## src/rtl/sram_bist_ctrl.sv

```systemverilog
// March C- BIST initiator for a single-port synchronous SRAM.
// Runs six March elements back-to-back and captures the first read mismatch.
module sram_bist_ctrl #(
   parameter int MEM_DEPTH  = 8192,
   parameter int DATA_WIDTH = 8,
   parameter int BITW       = $clog2(MEM_DEPTH)
) (
   input  logic                  clk,
   input  logic                  rst_n,
   input  logic                  start,
   output logic                  busy,
   output logic                  done,
   output logic                  fail,
   output logic [BITW-1:0]       fail_addr,
   output logic [DATA_WIDTH-1:0] fail_data,
   output logic [2:0]            fail_elem,
   output logic                  sram_csn,
   output logic                  sram_we,
   output logic [BITW-1:0]       sram_addr,
   output logic [DATA_WIDTH-1:0] sram_din,
   input  logic [DATA_WIDTH-1:0] sram_dout
);

   typedef enum logic [3:0] {
      S_IDLE, S_M0, S_M1, S_M2, S_M3, S_M4, S_M5, S_FLUSH, S_DONE
   } state_t;

   localparam logic [BITW-1:0]       LAST_ADDR = BITW'(MEM_DEPTH - 1);
   localparam logic [BITW-1:0]       ONE_ADDR  = BITW'(1);
   localparam logic [DATA_WIDTH-1:0] BG0       = '0;
   localparam logic [DATA_WIDTH-1:0] BG1       = '1;

   state_t                  state_reg;
   logic [BITW-1:0]         addr_reg;
   logic                    csn_reg;
   logic                    we_reg;
   logic [DATA_WIDTH-1:0]   din_reg;
   logic                    busy_reg;
   logic                    done_reg;
   logic                    fail_reg;
   logic [BITW-1:0]         fail_addr_reg;
   logic [DATA_WIDTH-1:0]   fail_data_reg;
   logic [2:0]              fail_elem_reg;

   // Compare stage: describes the read whose data is on sram_dout this cycle.
   logic                    cmp_pend_reg;
   logic [DATA_WIDTH-1:0]   cmp_exp_reg;
   logic [BITW-1:0]         cmp_addr_reg;
   logic [2:0]              cmp_elem_reg;

   logic                    rd_cycle;
   logic [2:0]              cur_elem;
   logic [DATA_WIDTH-1:0]   cur_exp;
   logic [DATA_WIDTH-1:0]   bit_miss;
   logic                    mismatch;
   logic                    at_last;
   logic                    at_first;

   assign rd_cycle = !csn_reg && !we_reg;
   assign at_last  = (addr_reg == LAST_ADDR);
   assign at_first = (addr_reg == '0);

   always_comb begin
      cur_elem = 3'd0;
      cur_exp  = BG0;
      case (state_reg)
         S_M1: cur_elem = 3'd1;
         S_M2: begin
            cur_elem = 3'd2;
            cur_exp  = BG1;
         end
         S_M3: cur_elem = 3'd3;
         S_M4: begin
            cur_elem = 3'd4;
            cur_exp  = BG1;
         end
         S_M5: cur_elem = 3'd5;
         default: begin
            cur_elem = 3'd0;
            cur_exp  = BG0;
         end
      endcase
   end

   genvar gi;
   generate
      for (gi = 0; gi < DATA_WIDTH; gi++) begin : g_cmp
         assign bit_miss[gi] = sram_dout[gi] ^ cmp_exp_reg[gi];
      end
   endgenerate

   assign mismatch = cmp_pend_reg && (|bit_miss);

   always_ff @(posedge clk or negedge rst_n) begin
      if (!rst_n) begin
         state_reg     <= S_IDLE;
         addr_reg      <= '0;
         csn_reg       <= 1'b1;
         we_reg        <= 1'b0;
         din_reg       <= '0;
         busy_reg      <= 1'b0;
         done_reg      <= 1'b0;
         fail_reg      <= 1'b0;
         fail_addr_reg <= '0;
         fail_data_reg <= '0;
         fail_elem_reg <= 3'd0;
         cmp_pend_reg  <= 1'b0;
         cmp_exp_reg   <= '0;
         cmp_addr_reg  <= '0;
         cmp_elem_reg  <= 3'd0;
      end else begin
         cmp_pend_reg <= rd_cycle;
         cmp_exp_reg  <= cur_exp;
         cmp_addr_reg <= addr_reg;
         cmp_elem_reg <= cur_elem;

         if (mismatch && !fail_reg) begin
            fail_reg      <= 1'b1;
            fail_addr_reg <= cmp_addr_reg;
            fail_data_reg <= sram_dout;
            fail_elem_reg <= cmp_elem_reg;
         end

         // In M1..M4 the registered we doubles as the read/write phase.
         case (state_reg)
            S_IDLE, S_DONE: begin
               if (start) begin
                  state_reg     <= S_M0;
                  addr_reg      <= '0;
                  csn_reg       <= 1'b0;
                  we_reg        <= 1'b1;
                  din_reg       <= BG0;
                  busy_reg      <= 1'b1;
                  done_reg      <= 1'b0;
                  fail_reg      <= 1'b0;
                  fail_addr_reg <= '0;
                  fail_data_reg <= '0;
                  fail_elem_reg <= 3'd0;
               end
            end
            S_M0: begin
               if (at_last) begin
                  state_reg <= S_M1;
                  addr_reg  <= '0;
                  we_reg    <= 1'b0;
               end else begin
                  addr_reg <= addr_reg + ONE_ADDR;
               end
            end
            S_M1: begin
               if (!we_reg) begin
                  we_reg  <= 1'b1;
                  din_reg <= BG1;
               end else begin
                  we_reg <= 1'b0;
                  if (at_last) begin
                     state_reg <= S_M2;
                     addr_reg  <= '0;
                  end else begin
                     addr_reg <= addr_reg + ONE_ADDR;
                  end
               end
            end
            S_M2: begin
               if (!we_reg) begin
                  we_reg  <= 1'b1;
                  din_reg <= BG0;
               end else begin
                  we_reg <= 1'b0;
                  if (at_last) begin
                     state_reg <= S_M3;
                     addr_reg  <= LAST_ADDR;
                  end else begin
                     addr_reg <= addr_reg + ONE_ADDR;
                  end
               end
            end
            S_M3: begin
               if (!we_reg) begin
                  we_reg  <= 1'b1;
                  din_reg <= BG1;
               end else begin
                  we_reg <= 1'b0;
                  if (at_first) begin
                     state_reg <= S_M4;
                     addr_reg  <= LAST_ADDR;
                  end else begin
                     addr_reg <= addr_reg - ONE_ADDR;
                  end
               end
            end
            S_M4: begin
               if (!we_reg) begin
                  we_reg  <= 1'b1;
                  din_reg <= BG0;
               end else begin
                  we_reg <= 1'b0;
                  if (at_first) begin
                     state_reg <= S_M5;
                     addr_reg  <= '0;
                  end else begin
                     addr_reg <= addr_reg - ONE_ADDR;
                  end
               end
            end
            S_M5: begin
               if (at_last) begin
                  state_reg <= S_FLUSH;
                  csn_reg   <= 1'b1;
                  we_reg    <= 1'b0;
               end else begin
                  addr_reg <= addr_reg + ONE_ADDR;
               end
            end
            S_FLUSH: begin
               state_reg <= S_DONE;
               busy_reg  <= 1'b0;
               done_reg  <= 1'b1;
            end
            default: begin
               state_reg <= S_IDLE;
               csn_reg   <= 1'b1;
               we_reg    <= 1'b0;
               busy_reg  <= 1'b0;
            end
         endcase
      end
   end

   assign busy      = busy_reg;
   assign done      = done_reg;
   assign fail      = fail_reg;
   assign fail_addr = fail_addr_reg;
   assign fail_data = fail_data_reg;
   assign fail_elem = fail_elem_reg;
   assign sram_csn  = csn_reg;
   assign sram_we   = we_reg;
   assign sram_addr = addr_reg;
   assign sram_din  = din_reg;

endmodule

```

## config.mk

```make
export PLATFORM = sky130hd
export DESIGN_NAME = sram_bist_ctrl
export DESIGN_NICKNAME = d
export VERILOG_FILES = /design/src/rtl/sram_bist_ctrl.sv
export SDC_FILE = /design/constraint.sdc
export NUM_CORES = 1
export LEC_CHECK = 0
export BUFFER_PORTS_ARGS = -buffer_cell sky130_fd_sc_hd__buf_2
export CAP_MARGIN = 40
export CORE_AREA = 4 4 86 88
export CTS_CLUSTER_DIAMETER = 150
export DETAILED_ROUTE_END_ITERATION = 12
export DIE_AREA = 0 0 90 92
export GPL_TIMING_DRIVEN = 0
export PLACE_DENSITY = 0.78
export SLEW_MARGIN = 20
export SYNTH_ARGS = -nofsm -noshare
export SYNTH_HDL_FRONTEND = slang
export SYNTH_SLANG_ARGS = --single-unit
```

## constraint.sdc

```tcl
create_clock -name clk -period 3 [get_ports clk]
set_input_delay 0.3 -clock clk [delete_from_list [all_inputs] [get_ports clk]]
set_output_delay 0.3 -clock clk [all_outputs]
set_load 0.03 [all_outputs]
```

==> impl_metrics.ini <==
[synth]
yosysMostFrequentCell = dfrtp_1
avgSynthCellArea_um2 = 10.2
synthTopCellsByArea = dfrtp_1 44%, mux2i_1 7.2%, nor2_1 5.0%, xnor2_1 2.7%, clkbuf_8 2.3%
yosysSeqAreaShare_pct = 44.9
netlist.area_leader.share_pct = 44.2
yosysWarnings = 0
async_flop_share_pct = 100
syn-num-nets = 368
synth_common_cells = 64 x dfrtp_1, 48 x nor2_1, 26 x mux2i_1
synth_area_leader_cell = dfrtp_1
synth_cell_types = 66
ys_ff_latch = 65
synth_cells = 355
synth_edf_count = 0
synthFlopType = dfrtp_1
syn_area_um2 = 3620

[setup_path]
crit_path_max_incr_delay_ns = 0.42
worstPathRequired_ns = 3.23
slowest_stage = dfrtp_1
cp_max_fo = 9
end_kind = flip-flop
critPathMostFrequentCell = clkbuf_1
path_class = flip-flop to flip-flop
crit_chain = clkbuf_1 -> inv_1 -> ha_1 -> or3b_1 -> clkbuf_1 -> nor4_4 -> nor2_1 -> or3_4 -> mux2_4
cp.arrival_ns = 3.10
reg2reg_setup_slack_ns = 0.13
start_kind = flip-flop

[route]
drcViolationCount = 0
ant_nets = 0
routed_wl_um = 8330
dr.pass1.iters = 4
via_count = 3018
drt_iter0_markers = 210
vias_per_cell = 5.87
wl_per_cell_um = 16.2

[floorplanning]
die-area_um2 = 8280
core_area_um2 = 6640
start_util_pct = 54.6
die_w_um = 90
rows = 30
io_pins = 61
dieHeight_um = 92

[global_route]
grt_max_degree = 46
globalRouteMet3Util_pct = 5.25
antenna_found_initial = 0
grt_pass1_vias = 2896
grt.busiest_layer = met2
grt_overflow_total = 0
gr-usage-met1_pct = 28.7
met2_usage_pct = 32.8
grt_pass1_wl_um = 14200
grt_usage_pct = 21.0

[cts]
clk_latency_ns = 0.34
cts-root-buf = clkbuf_8
clock_tree.buffer_depth = 2
htreeDepth = 3
cts_inserted_buffers = 9
cts.clk_slew.worst_paths_ns = 0.08
cts_setup_buffers = 0
cts_sinks = 65
cts_tree = built

[cells_and_area]
fillers = 543
fin_nets = 442
n_antenna_cell = 0
area_growth_pct = 18.8
drive_above_1_share_pct = 29.3
instances_no_fill = 514

[power_and_ir_drop]
p_per_area_nw_per_um2 = 1180
p_leak_nw = 2.05
vdd_ir_drop_max_mv = 0.480
total_power_mw = 5.08

[placed_design]
portBuffers = 60
dp_cells = 496
gp_congestion = 0.947
hpwl_um = 5970

[sta]
rsz0062_at_grt = false
worst_slew_pin_slew_ns = 0.827
fin_skew_ns = 0.0150
max-slew-margin-rel_pct = 44.4
fin_crit_ns = 2.87
drv_slew = 0
timing_hold_violations_final = 0
fmax_mhz = 348
fin_setup_tns_ns = 0
period_share_pct = 95.7
setup_viol = 0

[hold_path]
hp-class = primary input to flip-flop

[outcome]
status = completed

[flow_run]
maxCapViolations = 0
worst paths after layout:
check                              from         endpoint  cells after the start
max                        sram_addr[0]     state_reg[0]                      9
min                        sram_dout[1]     fail_data[1]                      3
max reg2reg                sram_addr[0]     state_reg[0]                      9
min reg2reg                sram_addr[8]  cmp_addr_reg[8]                      0
max in group asynchronous         rst_n     fail_addr[9]                      3
min in group asynchronous         rst_n      sram_din[6]                      2
metrics by stage:
| stage | util (%) | hold WS, ns | setup slack [ns] | instance area (µm²) |
|---|---|---|---|---|
| 5_1_grt | 64.8 | 0.253 | 0.0314 | 4310 |
| 3_5_place_dp | 60.9 | 0.210 | 0.0360 | 4050 |
| 2_1_floorplan | - | 0.00441 | 0.347 | 3620 |
| 3_3_place_gp | 60.6 | 0.394 | 0.168 | 4030 |
| 4_1_cts | 64.6 | 0.232 | 0.0308 | 4290 |
| 6_report | 64.8 | 0.240 | 0.129 | 4310 |
routing by layer:
metal	vias to the layer above	share of wire [%]
li1	1433	-
met1	1452	45
met2	117	48
met3	16	6.6
met4	0	1.3
met5	-	0
cell families (layout without fill, tap and decap cells):
group | count (synthesis) | count (layout) | share of synthesized area, %
DFF | 65 | 65 | 44.9
buffers and inverters | 43 | 122 | 7.97
muxes | 34 | 34 | 9.77
and+or+nand+nor | 128 | 128 | 19.3
xor gates and xnor gates | 16 | 16 | 3.87
adders and majority gates | 2 | 2 | 0.690
AOI/OAI and AO/OA | 67 | 67 | 13.5
critical path, delay by kind of cell (launching register included):
kind          cells  cell delay (ns)
fa+ha+maj         1             0.23
buf+inv           3             0.55
flops             1             0.42
simple gates      4             1.24
mux               1             0.31
cells in the final DEF (no fill, tap or decap), drive strengths merged, types with 3 or more instances in the layout:
cell     n
a211oi   3
nand2b   3
nand4    7
nor2b    3
xnor2   11
or4      5
mux2     8
o31ai    3
o211ai   3
or2b     3
xor2     5
nor2    48
inv      9
or3      8
dfrtp   64
o41ai    3
nand2   11
nor3    11
buf     77
nand3    9
bufinv   3
o221a    4
nor4     8
o21ai   14
o221ai   5
a21oi   15
clkbuf  30
mux2i   26
power by group:
group,internal [mW],switching [mW]
clock,0.553,0.336
combinational,1.07,1.70
sequential,1.20,0.214
total,2.82,2.25
layout make-up:
class / instances / area (µm²) / area share [%]
multi-input cells: 247 / 1720 / 39.8
flip-flops and latches: 65 / 1630 / 37.8
repair buffers: 63 / 338 / 7.85
plain buffers: 34 / 255 / 5.93
clock buffers: 11 / 131 / 3.05
clock inverters: 5 / 104 / 2.41
well taps: 80 / 100 / 2.32
inverters: 9 / 33.8 / 0.785
repair_timing:
| action | in CTS | in global routing |
|---|---|---|
| hold buffers | 1 | 0 |
| endpoints found under the setup margin | 0 | 9 |
| gates resized for setup | 0 | 1 |
| endpoints found under the hold margin | 19 | 0 |
No activity file was read; power rests on OpenSTA's default activity.
